**config.mk**
```make
export PLATFORM = sky130hd
export DESIGN_NAME = ga23_sdr_responder
export DESIGN_NICKNAME = d
export VERILOG_FILES = /design/src/rtl/ga23_sdr_responder.sv
export SDC_FILE = /design/constraint.sdc
export NUM_CORES = 1
export LEC_CHECK = 0
export ABC_AREA = 1
export BUFFER_PORTS_ARGS = -buffer_cell sky130_fd_sc_hd__buf_2
export CELL_PAD_IN_SITES_DETAIL_PLACEMENT = 1
export CELL_PAD_IN_SITES_GLOBAL_PLACEMENT = 2
export CORE_MARGIN = 2
export CORE_UTILIZATION = 31
export DETAILED_ROUTE_END_ITERATION = 6
export GPL_ROUTABILITY_DRIVEN = 0
export PLACE_DENSITY_LB_ADDON = 0.1
export SETUP_SLACK_MARGIN = 0.02
export SYNTH_ARGS = -nofsm -noshare
export SYNTH_HDL_FRONTEND = slang
export SYNTH_SLANG_ARGS = --single-unit
```
**constraint.sdc**
```tcl
create_clock -name clk -period 3.2 [get_ports clk]
set_clock_uncertainty 0.1 [all_clocks]
set_input_delay 0.64 -clock clk [delete_from_list [all_inputs] [get_ports clk]]
set_output_delay 0.64 -clock clk [all_outputs]
set_load 0.05 [all_outputs]
```
**src/rtl/ga23_sdr_responder.sv**
```systemverilog
// ga23_sdr_responder: SDRAM-side responder for the GA23 tile-layer fetch port.
// Each layer port issues one-clock sdr_req/sdr_addr strobes; one request per
// port is queued and served round-robin over a single req/ack SDRAM channel.
// The returned row is held on that port's sdr_data slice with an sdr_rdy pulse.
// Optional build macro: GA23_SDR_CACHE_EN adds a per-port one-entry tag/data
// cache that answers a repeated address without a memory transaction.
module ga23_sdr_responder #(
    parameter int unsigned NUM_PORTS = 3,
    parameter int unsigned ADDR_W    = 21
) (
    input  logic                          clk,
    input  logic                          reset,
    input  logic [NUM_PORTS-1:0]          sdr_req,
    input  logic [NUM_PORTS*ADDR_W-1:0]   sdr_addr,
    output logic [NUM_PORTS*32-1:0]       sdr_data,
    output logic [NUM_PORTS-1:0]          sdr_rdy,
    output logic [NUM_PORTS-1:0]          overrun,
    output logic [ADDR_W-1:0]             mem_addr,
    output logic                          mem_req,
    input  logic                          mem_ack,
    input  logic [31:0]                   mem_data,
    output logic                          busy
);

    localparam int unsigned DATA_W = 32;
    localparam int unsigned PTR_W  = (NUM_PORTS > 1) ? $clog2(NUM_PORTS) : 1;
    localparam logic [PTR_W-1:0] PTR_RST = PTR_W'(NUM_PORTS - 1);

    typedef enum logic [0:0] {
        ST_IDLE  = 1'b0,
        ST_ISSUE = 1'b1
    } state_t;

    state_t                 state_q, state_d;
    logic [NUM_PORTS-1:0]   pending_q, pending_d;
    logic [ADDR_W-1:0]      addr_q [NUM_PORTS];
    logic [ADDR_W-1:0]      addr_d [NUM_PORTS];
    logic [DATA_W-1:0]      data_q [NUM_PORTS];
    logic [DATA_W-1:0]      data_d [NUM_PORTS];
    logic [NUM_PORTS-1:0]   rdy_q, rdy_d;
    logic [NUM_PORTS-1:0]   ovr_q, ovr_d;
    logic [PTR_W-1:0]       ptr_q, ptr_d;
    logic [ADDR_W-1:0]      mem_addr_q, mem_addr_d;
    logic                   mem_req_q, mem_req_d;
    logic                   busy_q, busy_d;

    logic                   any_pend_c;
    logic [PTR_W-1:0]       gnt_c;
    logic                   grant_c;
    logic                   hit_c;

`ifdef GA23_SDR_CACHE_EN
    logic [ADDR_W-1:0]      tag_q [NUM_PORTS];
    logic [ADDR_W-1:0]      tag_d [NUM_PORTS];
    logic [NUM_PORTS-1:0]   tag_vld_q, tag_vld_d;
`endif

    // Round-robin search: first pending port after the pointer, wrapping.
    always_comb begin
        int unsigned idx;
        idx        = 0;
        any_pend_c = 1'b0;
        gnt_c      = ptr_q;
        for (int unsigned i = 1; i <= NUM_PORTS; i++) begin
            idx = (32'(ptr_q) + i) % NUM_PORTS;
            if (!any_pend_c && pending_q[PTR_W'(idx)]) begin
                any_pend_c = 1'b1;
                gnt_c      = PTR_W'(idx);
            end
        end
    end

    // Cache lookup for the port about to be granted.
    always_comb begin
`ifdef GA23_SDR_CACHE_EN
        hit_c = tag_vld_q[gnt_c] && (tag_q[gnt_c] == addr_q[gnt_c]);
`else
        hit_c = 1'b0;
`endif
    end

    // Next-state and registered-output logic: grant/issue/complete, then capture.
    always_comb begin
        state_d    = state_q;
        pending_d  = pending_q;
        addr_d     = addr_q;
        data_d     = data_q;
        rdy_d      = '0;
        ovr_d      = ovr_q;
        ptr_d      = ptr_q;
        mem_addr_d = mem_addr_q;
        mem_req_d  = mem_req_q;
        grant_c    = 1'b0;
`ifdef GA23_SDR_CACHE_EN
        tag_d      = tag_q;
        tag_vld_d  = tag_vld_q;
`endif

        case (state_q)
            ST_IDLE: begin
                // mem_ack is ignored here; only a pending port moves the FSM
                if (any_pend_c) begin
                    grant_c          = 1'b1;
                    ptr_d            = gnt_c;
                    pending_d[gnt_c] = 1'b0;
                    if (hit_c) begin
                        rdy_d[gnt_c] = 1'b1;
                    end else begin
                        mem_addr_d = addr_q[gnt_c];
                        mem_req_d  = 1'b1;
                        state_d    = ST_ISSUE;
                    end
                end
            end
            ST_ISSUE: begin
                // in-flight port is the pointer, which was set on the grant edge
                if (mem_ack) begin
                    data_d[ptr_q] = mem_data;
                    rdy_d[ptr_q]  = 1'b1;
                    mem_req_d     = 1'b0;
                    state_d       = ST_IDLE;
`ifdef GA23_SDR_CACHE_EN
                    tag_d[ptr_q]     = mem_addr_q;
                    tag_vld_d[ptr_q] = 1'b1;
`endif
                end
            end
            default: begin
                state_d   = ST_IDLE;
                mem_req_d = 1'b0;
            end
        endcase

        // A new strobe always wins; it only counts as overrun if the old entry
        // was still waiting, i.e. not consumed by a grant on this same edge.
        for (int unsigned p = 0; p < NUM_PORTS; p++) begin
            if (sdr_req[p]) begin
                if (pending_q[p] && !(grant_c && (gnt_c == PTR_W'(p)))) begin
                    ovr_d[p] = 1'b1;
                end
                pending_d[p] = 1'b1;
                addr_d[p]    = sdr_addr[p*ADDR_W +: ADDR_W];
            end
        end

        busy_d = (state_d == ST_ISSUE) || (|pending_d);
    end

    // State and output registers with synchronous reset.
    always_ff @(posedge clk) begin
        if (reset) begin
            state_q    <= ST_IDLE;
            pending_q  <= '0;
            rdy_q      <= '0;
            ovr_q      <= '0;
            ptr_q      <= PTR_RST;
            mem_addr_q <= '0;
            mem_req_q  <= 1'b0;
            busy_q     <= 1'b0;
            for (int unsigned p = 0; p < NUM_PORTS; p++) begin
                addr_q[p] <= '0;
                data_q[p] <= '0;
            end
`ifdef GA23_SDR_CACHE_EN
            tag_vld_q <= '0;
            for (int unsigned p = 0; p < NUM_PORTS; p++) begin
                tag_q[p] <= '0;
            end
`endif
        end else begin
            state_q    <= state_d;
            pending_q  <= pending_d;
            rdy_q      <= rdy_d;
            ovr_q      <= ovr_d;
            ptr_q      <= ptr_d;
            mem_addr_q <= mem_addr_d;
            mem_req_q  <= mem_req_d;
            busy_q     <= busy_d;
            addr_q     <= addr_d;
            data_q     <= data_d;
`ifdef GA23_SDR_CACHE_EN
            tag_vld_q <= tag_vld_d;
            tag_q     <= tag_d;
`endif
        end
    end

    // Flatten per-port data onto the packed output bus.
    for (genvar p = 0; p < NUM_PORTS; p++) begin : g_data_out
        assign sdr_data[p*DATA_W +: DATA_W] = data_q[p];
    end

    assign sdr_rdy  = rdy_q;
    assign overrun  = ovr_q;
    assign mem_addr = mem_addr_q;
    assign mem_req  = mem_req_q;
    assign busy     = busy_q;

endmodule

```
==> metrics.md, run 1 <==
| Metric | Value |
|---|---|
| Status | `complete, no violations` |
| Post-CTS Setup Repair Bufs | `0` |
| Critical Path Fanout Max | `24` |
| H-tree Lvls | `4` |
| Hold depth | `3` |
| Hold_buf cts | `0` |
| Most common cell after layout, fill and taps aside | `buf_2` |
| Vias in the first global route | `6989` |
| Synth unique cells | `25` |
| Initial Utilization | `0.315` |
| Routed WL per cell | `16.4 µm` |
| Total Wirelength | `24600 µm` |
| Slowest CP cell | `ha_1` |
| Max-slew headroom | `0.405` |
| First-pass GRT wire length | `39100 µm` |
| Fin crit share | `0.879` |
| Resize count post-CTS | `0` |
| Die Span X | `161 µm` |
| Worst Setup Start Kind | `register` |
| Sum Neg Setup Slack | `0 ps` |
| Worst path cell trace | `inv_1, ha_1, inv_2, nand2_2, nand3_2, nand2_4, nand2_1, nand2_1, nand3_1, nand2_4, inv_2, nor2_4, buf_4, a21oi_1, a21oi_1` |
| Final setup fails | `0` |
| Hold Violations, Final | `0` |
| Initial antenna violation count | `1` |
| Cells after synthesis | `984` |
| Cell count of the worst reg-to-reg path | `15` |
| Final core occ | `0.396` |
| Arr. time, crit path | `3070 ps` |
| Synth top area share | `0.510` |
| Min-Delay Endpoint | `addr_q[28]$_SDFFE_PP0P_` |
| Chip height | `161 µm` |
| Core area | `24200 µm²` |
| GRT Overall Usage | `0.189` |
| TritonRoute pass-1 iters | `4` |
| Power Density | `932 nW/µm²` |
| Area grow syn2layout | `25.8%` |
| Leak | `between 4 and 5 nW` |
| RSZ-0062 raised after global routing | `false` |
| Hold Crit Start | `sdr_addr[28]` |
| Clock Sinks | `between 150 and 200` |
| Syn_area_per_cell | `7.73 µm²` |
| Final Critical Period | `2810 ps` |
| Crit-path max cell delay | `460 ps` |
| Post-Synthesis Cell Area | `7610 µm²` |
| Yosys reg bits | `194` |
| CTS Buf Count | `17` |
| Ant diodes | `0` |
| Clk slew on worst S/H paths | `around 80 ps` |
| Post-synthesis net count | `1090` |
| Top Ports | `about 230` |
| Clk_lat worst skew | `between 400 and 500 ps` |
| Peak supply drop | `0.520 mV` |
| Area leader, netlist | `dfxtp_1` |
| R2R setup slack | `slightly below 400 ps` |
| Grt ovf | `0` |
| CTS tree | `built` |
| Max cap viols | `0` |
| Worst Hold Class | `input port to register` |
| DR vias/cell | `about 4.8` |
| CP Class | `register to register` |
| Final Max Slew Viols | `0` |
| Max frequency | `356 MHz` |
| Largest net degree at the start of global routing | `107` |
| CTS max path bufs | `2` |
| RR Startpoint | `ptr_q[0]$_SDFFE_PP0P_` |
| Residual DRC | `0` |
| DRT iter0 DRCs | `387` |
| Nets | `around 1300` |
| Synth area leaders | `dfxtp_1, nor2_1, a21oi_1` |
| Endpoint type of the worst setup path | `register` |
| Root buf cell | `clkbuf_16` |
| DIE AREA | `25800 µm²` |
| Synth warn | `0` |
| Crit path required time | `3460 ps` |
| Vias | `between 7000 and 8000` |
| Post-synthesis sequential area ratio | `0.510` |
| Reg2reg end | `mem_addr[0]$_SDFFE_PP0P_` |
| IO Port Bufs | `225` |
| Hpwl dp | `16400 µm` |
| ANT nets after route | `0` |
| Worst-Margin Slew | `891 ps` |
| Layout cells sized above 1 | `0.282` |
| Row count | `between 50 and 60` |
| Most frequent cells in the layout | `buf_2, dfxtp_1, nor2_1` |
[cell families after synthesis]
family / share of synthesized area
flops: 0.510
compound gates: 0.193
simple gates: 0.235
buf+inv: 0.0536
fa+ha+maj: 0.00822
[sequential cells by signal, indices dropped and copies added (netlist names)]
name,cells
sdr_data,96
addr_q,63
mem_addr,21
overrun,3
pending_q,3
sdr_rdy,3
ptr_q,2
busy,1
mem_req,1
state_q,1
[stage by stage]
stage	setup WS [ps]	power, mW	instance area [µm²]	cells	hold slack (ps)
floorplan	1080	5.89	7610	984	330
global placement	494	6.76	8970	1471	346
detailed placement	409	6.81	8970	1471	349
CTS	372	9.04	9570	1503	307
global route	170	9.50	9570	1503	320
finish	387	8.92	9570	1503	324
[worst max path at each step]
stage / from / to
after detailed placement: ptr_q[0]$_SDFFE_PP0P_ / mem_addr[0]$_SDFFE_PP0P_
after floorplan: ptr_q[0]$_SDFFE_PP0P_ / mem_addr[10]$_SDFFE_PP0P_
final: ptr_q[0]$_SDFFE_PP0P_ / mem_addr[0]$_SDFFE_PP0P_
after CTS: ptr_q[0]$_SDFFE_PP0P_ / mem_addr[0]$_SDFFE_PP0P_
after global routing: ptr_q[0]$_SDFFE_PP0P_ / mem_addr[0]$_SDFFE_PP0P_
after global placement: ptr_q[0]$_SDFFE_PP0P_ / mem_addr[0]$_SDFFE_PP0P_
[per-layer routing]
layer  vias up  wire length [µm]  track usage  share of wire
li1       3627                 -            -              -
met1      3366             12200        0.271           0.50
met2       164             11000        0.296           0.45
met3        19              1130       0.0279          0.046
met4         2               274       0.0528          0.011
met5         -                13            0        0.00053
[power by group]
group / switching (mW) / leakage, nW / internal [mW]
clock: 1.02 / 0.286 / 1.18
sequential: 0.157 / 1.59 / 2.69
combinational: 2.84 / 2.22 / 1.03
total: 4.02 / 4.10 / 4.90
[synthesized netlist by cell type]
library cell  number
o21ai_0           85
nand3_2            1
inv_2              9
a21oi_2           39
o21ai_1           26
o21a_1             3
ha_1               5
clkbuf_1          59
a21oi_1          107
buf_2              8
nor2_2             2
dfxtp_1          194
nand3_1          106
nand2_1          130
buf_4              2
o211ai_1           1
inv_1             12
buf_6              3
nor2_1           178
nand2_4            2
nor2_4             1
nand2_2            4
nand3_4            1
buf_1              5
o21ai_2            1
[cell type report]
class / count / area [µm²]
clock buffer: 18 / 429
clock inverter: 14 / 173
fill: 2987 / 14600
inverter: 21 / 78.8
multi-input combinational: 692 / 3320
sequential: 194 / 3880
tap: 324 / 405
timing repair buffer: 240 / 1280
[critical path, delay by kind of cell, from the launching register on]
kind / cells / cell delay [ps]
and+or+nand+nor: 8 / 900
buffers and inverters: 4 / 620
adders and majority gates: 1 / 460
DFF: 1 / 380
AOI/OAI and AO/OA: 2 / 270
Power figures use the tool's default switching activity.
==> run 2, diff against run 1 <==
--- a/config.mk
+++ b/config.mk
@@ -10,7 +10,8 @@
 export CELL_PAD_IN_SITES_DETAIL_PLACEMENT = 1
 export CELL_PAD_IN_SITES_GLOBAL_PLACEMENT = 2
 export CORE_MARGIN = 2
-export CORE_UTILIZATION = 31
+export CORE_UTILIZATION = 32
+export CTS_BUF_LIST = sky130_fd_sc_hd__clkbuf_8
 export DETAILED_ROUTE_END_ITERATION = 6
 export GPL_ROUTABILITY_DRIVEN = 0
 export PLACE_DENSITY_LB_ADDON = 0.1
==> run 2 against run 1 <==
- via count shrank 0.33%
- critical path type unchanged
- clock-buffer cell count increased by 1
- largest cell class unchanged
- highest routed layer is now met4
- setup slack better by 54 ps
- global-route usage grew 0.51 points
- sequential cell count unchanged
==> metrics.md, run 2 (same netlist as run 1, synthesis figures left out) <==
| Metric | Value |
|---|---|
| Crit path required time | `3500 ps (+40 ps)` |
| Largest net degree at the start of global routing | `107 (unchanged)` |
| Chip height | `158 µm (-1.5%)` |
| Most frequent cells in the layout | `buf_2, dfxtp_1, nor2_1` |
| Comb pwr share | `0.458 (+0.024)` |
| P_int | `4.53 mW (-7.5%)` |
| RSZ-0062 raised after global routing | `false` |
| Initial antenna violation count | `1 (unchanged)` |
| Leak | `4.02 nW (-1.9%)` |
| DR vias/cell | `4.78 (about the same)` |
| Final Max Slew Viols | `0 (unchanged)` |
| Core area | `23400 µm² (-3.2%)` |
| CP Class | `register to register` |
| Arr. time, crit path | `3060 ps (about the same)` |
| Initial Utilization | `0.325 (+0.0104)` |
| Vias | `7154 (-0.33%)` |
| DRT iter0 DRCs | `405 (+4.7%)` |
| Clock Sinks | `194 (unchanged)` |
| Sum Neg Setup Slack | `0 ps (unchanged)` |
| Die Span X | `158 µm (-1.5%)` |
| Grt ovf | `0 (unchanged)` |
| Total power | `8.40 mW (-5.9%)` |
| Final setup fails | `0 (unchanged)` |
| Finished Cell Area | `9370 µm² (-2.1%)` |
| Root buf cell | `clkbuf_8` |
| Most common cell after layout, fill and taps aside | `buf_2` |
| Row count | `56 (-1.8%)` |
| CTS max path bufs | `2 (unchanged)` |
| Max-slew headroom | `0.396 (-0.00888)` |
| Resize count post-CTS | `0 (unchanged)` |
| Status | `complete, no violations` |
| Placed cell area | `8950 µm² (-0.21%)` |
| First-pass GRT wire length | `38200 µm (-2.4%)` |
| TritonRoute pass-1 iters | `4 (unchanged)` |
| Residual DRC | `0 (unchanged)` |
| Worst Hold Class | `input port to register` |
| Final Critical Period | `2760 ps (-53.7 ps)` |
| Layout cells sized above 1 | `0.282 (-0.000370)` |
| ANT nets after route | `0 (unchanged)` |
| Total Wirelength | `24500 µm (-0.41%)` |
| Net Sw Frac | `0.460 (+0.00951)` |
| Endpoint type of the worst setup path | `register` |
| CTS Buf Count | `17 (unchanged)` |
| Peak supply drop | `0.513 mV (-1.3%)` |
| IO Port Bufs | `225 (unchanged)` |
| Max frequency | `362 MHz (+1.9%)` |
| Fin cells | `1498 (-0.33%)` |
| Final core occ | `0.400 (+0.00444)` |
| Routed WL per cell | `16.4 µm (about the same)` |
| Hold Violations, Final | `0 (unchanged)` |
| Clock Power Share | `0.202 (-0.045)` |
| Power Density | `896 nW/µm² (-3.8%)` |
| Worst Setup Start Kind | `register` |
| Fin crit share | `0.862 (-0.0168)` |
| Hold_buf cts | `0 (unchanged)` |
| GRT Overall Usage | `0.194 (+0.00507)` |
| Nets | `1272 (unchanged)` |
| Worst-Margin Slew | `904 ps (+13.3 ps)` |
| Net Switching | `3.86 mW (-3.9%)` |
| Sequential share of power | `0.340 (+0.021)` |
| DIE AREA | `25000 µm² (-3.1%)` |
| CTS tree | `built` |
| Area grow syn2layout | `23.1%` |
| # placed instances | `1466 (-0.34%)` |
| Max reg flops | `96 (unchanged)` |
| H-tree Lvls | `4 (unchanged)` |
| Clk_lat worst skew | `470 ps (+40 ps)` |
| Vias in the first global route | `6952 (-0.53%)` |
| Clk slew on worst S/H paths | `100 ps (+20 ps)` |
| Max cap viols | `0 (unchanged)` |
| Top Ports | `226 (unchanged)` |
| Post-CTS Setup Repair Bufs | `0 (unchanged)` |
| Hpwl dp | `16600 µm (+1.4%)` |
| Critical Path Fanout Max | `24 (unchanged)` |
## run 2: cell count changes in the layout (fill, tap and decap cells not counted), moves of 2 or more
| cell | before | now |
|---|---|---|
| clkinvlp_4 | 3 | 1 |
| clkbuf_16 | 17 | 0 |
| inv_8 | 3 | 0 |
| diode_2 | 0 | 2 |
| clkbuf_8 | 0 | 19 |
## run 2: worst paths after layout
kind,cells after the start,start,endpoint,slack [ps]
worst max-delay path,15,ptr_q[0]$_SDFFE_PP0P_,mem_addr[20]$_SDFFE_PP0P_,440
worst min-delay path,3,sdr_addr[29],addr_q[29]$_SDFFE_PP0P_,290
worst max register to register,15,ptr_q[0]$_SDFFE_PP0P_,mem_addr[20]$_SDFFE_PP0P_,440
worst min register to register,2,sdr_data[21]$_SDFFE_PP0P_,sdr_data[21]$_SDFFE_PP0P_,360
## run 2: stage by stage
step                setup WS, ps  hold WS [ps]
finish                       441           287
global route                 182           258
CTS                          394           246
detailed placement           421           348
global placement             485           341
floorplan                   1080           330
## run 2: cell type report
class                           instances  area (µm²)
Clock inverter                         11         151
Inverter                               21        78.8
Fill cell                            2983       14000
Sequential cell                       194        3880
Antenna cell                            2        5.00
Clock buffer                           19         262
Multi-Input combinational cell        692        3320
Tap cell                              319         399
Timing Repair Buffer                  240        1270
## run 2: power groups by stage
stage | Clock (mW) | Sequential [mW] | Combinational (mW)
2_1_floorplan | 0 | 3.49 | 2.40
3_3_place_gp | 0 | 2.91 | 3.83
3_5_place_dp | 0 | 2.90 | 3.89
4_1_cts | 1.77 | 2.85 | 3.90
5_1_grt | 1.86 | 2.88 | 4.26
6_report | 1.70 | 2.85 | 3.85
## run 2: per-layer routing
layer  up-vias  part of all wire  GRT usage
met5         -                 0          0
met2       177              0.45      0.315
met3        16             0.048     0.0353
li1       3631                 -          -
met4         0             0.013     0.0583
met1      3330              0.49      0.262
## run 2: worst max-delay path, stage by stage, from the launching register on
cell and delay, ps:
dfxtp_1 390, inv_1 100, ha_1 460, inv_2 100
nand2_2 70, nand3_2 90, nand2_4 110, nand2_1 80
nand2_1 60, nand3_1 100, nand2_4 260, inv_2 80
nor2_4 100, buf_4 330, a21oi_1 140, a21oi_2 130
==> run 3, diff against run 2 <==
--- a/config.mk
+++ b/config.mk
@@ -9,6 +9,7 @@
 export BUFFER_PORTS_ARGS = -buffer_cell sky130_fd_sc_hd__buf_2
 export CELL_PAD_IN_SITES_DETAIL_PLACEMENT = 1
 export CELL_PAD_IN_SITES_GLOBAL_PLACEMENT = 2
+export CORE_ASPECT_RATIO = 0.75
 export CORE_MARGIN = 2
 export CORE_UTILIZATION = 32
 export CTS_BUF_LIST = sky130_fd_sc_hd__clkbuf_8
==> run 3 against run 2 <==
- die area barely moved
- register-to-register slack got worse by 50 ps
- critical path type unchanged
- via count rose by 1.6%
==> metrics.md, run 3 (same netlist as run 1, synthesis figures left out) <==
| Metric | Value |
|---|---|
| Routed WL per cell | `17.1 µm (+4.3%)` |
| Hold_buf cts | `0 (unchanged)` |
| Net Sw Frac | `0.463 (+0.00360)` |
| Crit path required time | `3510 ps (about the same)` |
| Core area | `23200 µm² (-0.94%)` |
| Max frequency | `356 MHz (-1.9%)` |
| P_int | `4.53 mW (-0.14%)` |
| Hold Crit Start | `sdr_addr[3]` |
| RR Startpoint | `ptr_q[0]$_SDFFE_PP0P_` |
| GRT Overall Usage | `0.202 (+0.00846)` |
| Area grow syn2layout | `23.0% (about the same)` |
| Largest net degree at the start of global routing | `89 (-17%)` |
| Power Density | `901 nW/µm² (+0.57%)` |
| Worst Hold Class | `input port to register` |
| Leak | `4.02 nW (+0.18%)` |
| Critical Path Start | `ptr_q[0]$_SDFFE_PP0P_` |
| CTS tree | `built` |
| Resize count post-CTS | `0 (unchanged)` |
| Top Ports | `226 (unchanged)` |
| Clk_lat worst skew | `480 ps (about the same)` |
| Max-slew headroom | `0.445 (+0.0489)` |
| Peak supply drop | `0.527 mV (+2.6%)` |
| RSZ-0062 raised after global routing | `false` |
| Post-CTS Setup Repair Bufs | `0 (unchanged)` |
| ANT nets after route | `0 (unchanged)` |
| Worst path cell trace | `inv_1, ha_1, inv_2, nand2_2, nand3_2, nand2_4, nand2_1, nand2_1, nand3_1, nand2_4, inv_2, nor2_4, buf_4, a21oi_2, a21oi_2` |
| Final core occ | `0.404 (+0.00364)` |
| Most frequent cells in the layout | `buf_2, dfxtp_1, nor2_1` |
| Sum Neg Setup Slack | `0 ps (unchanged)` |
| First-pass GRT wire length | `39500 µm (+3.6%)` |
| Root buf cell | `clkbuf_8` |
| Total power | `8.44 mW (+0.53%)` |
| Max cap viols | `0 (unchanged)` |
| CTS max path bufs | `2 (unchanged)` |
| Fin crit share | `0.879 (+0.0168)` |
| Total Wirelength | `25300 µm (+3.2%)` |
| CP Class | `register to register` |
| Layout cells sized above 1 | `0.284 (+0.00158)` |
| Clock Power Share | `0.199 (-0.003)` |
| Hpwl dp | `17000 µm (+2.4%)` |
| Vias | `7271 (+1.6%)` |
| Chip height | `138 µm (-13%)` |
| Grt ovf | `0 (unchanged)` |
| Most common cell after layout, fill and taps aside | `buf_2` |
| Residual DRC | `0 (unchanged)` |
| Endpoint type of the worst setup path | `register` |
| Worst Setup Start Kind | `register` |
| Nets | `1276 (+0.31%)` |
| Final setup fails | `0 (unchanged)` |
| DRT iter0 DRCs | `334 (-18%)` |
| Worst-Margin Slew | `831 ps (-73.3 ps)` |
| Initial Utilization | `0.328 (+0.00309)` |
| CTS Buf Count | `17 (unchanged)` |
| Final Max Slew Viols | `0 (unchanged)` |
| TritonRoute pass-1 iters | `4 (unchanged)` |
| Final Critical Period | `2810 ps (+53.8 ps)` |
| Vias in the first global route | `7224 (+3.9%)` |
| Hold Violations, Final | `0 (unchanged)` |
| Comb pwr share | `0.464 (+0.006)` |
| Crit-path max cell delay | `470 ps (about the same)` |
| DR vias/cell | `4.91 (+2.7%)` |
| Row count | `48 (-14%)` |
| IO Port Bufs | `225 (unchanged)` |
| Sequential share of power | `0.337 (-0.003)` |
| Slowest CP cell | `ha_1` |
| Critical Path Fanout Max | `24 (unchanged)` |
| Clock Sinks | `194 (unchanged)` |
| Max reg flops | `96 (unchanged)` |
| Net Switching | `3.91 mW (+1.3%)` |
| H-tree Lvls | `4 (unchanged)` |
| Initial antenna violation count | `3 (+2)` |
| Arr. time, crit path | `3120 ps (+60 ps)` |
| Clk slew on worst S/H paths | `100 ps (about the same)` |
| Die Span X | `182 µm (+15%)` |
| Status | `complete, no violations` |
| DIE AREA | `25000 µm² (about the same)` |
## run 3: cell count changes in the layout (fill, tap and decap cells not counted), sizes merged
| cell | before | now |
|---|---|---|
| buf | 240 | 244 |
| bufinv | 3 | 2 |
| clkbuf | 19 | 22 |
| clkinv | 4 | 0 |
| clkinvlp | 1 | 4 |
| diode | 2 | 1 |
| inv | 24 | 23 |
## run 3: path summary, 6_finish.rpt
check                              endpoint  slack (ps)  cells past startpoint
hold reg to reg   sdr_data[12]$_SDFFE_PP0P_         360                      2
setup / recovery   mem_addr[6]$_SDFFE_PP0P_         390                     15
setup reg to reg   mem_addr[6]$_SDFFE_PP0P_         390                     15
hold / removal      addr_q[45]$_SDFFE_PP0P_         280                      3
## run 3: per-layer routing
| layer | GRT usage | part of all wire |
|---|---|---|
| met1 | 0.275 | 0.48 |
| met2 | 0.313 | 0.45 |
| met3 | 0.0619 | 0.063 |
| met4 | 0.0511 | 0.011 |
| met5 | 0 | 0.0011 |
## run 3: power groups by stage
stage	sequential (mW)	clock (mW)	combinational (mW)
final	2.84	1.68	3.92
after global routing	2.87	1.84	4.35
after CTS	2.85	1.75	3.99
after detailed placement	2.90	0	3.97
after global placement	2.90	0	3.91
after floorplan	3.49	0	2.40
## run 3: per-stage QoR
stage | hold WS [ps] | worst slack, ps | area [µm²] | instances
after global routing | 246 | 95.5 | 9360 | 1481
after floorplan | 330 | 1080 | 7610 | 984
after detailed placement | 350 | 356 | 8960 | 1451
final | 276 | 387 | 9370 | 1482
after CTS | 242 | 339 | 9360 | 1481
after global placement | 345 | 479 | 8960 | 1451
## run 3: final cells by class
type,instances,area [µm²]
sequential,194,3880
inverter,21,78.8
tap,300,375
antenna,1,2.50
multi-input combinational,692,3320
clock buffer,22,303
fill,2894,13800
clock inverter,8,103
timing repair buffer,244,1300
## run 3: critical path: cells and delay by family, from the launching register on
kind	cells	cell delay, ps
adder cells (fa/ha/maj)	1	470
buffers and inverters	4	630
flip-flops	1	390
AO/OA/AOI/OAI	2	250
AND/OR/NAND/NOR	8	890
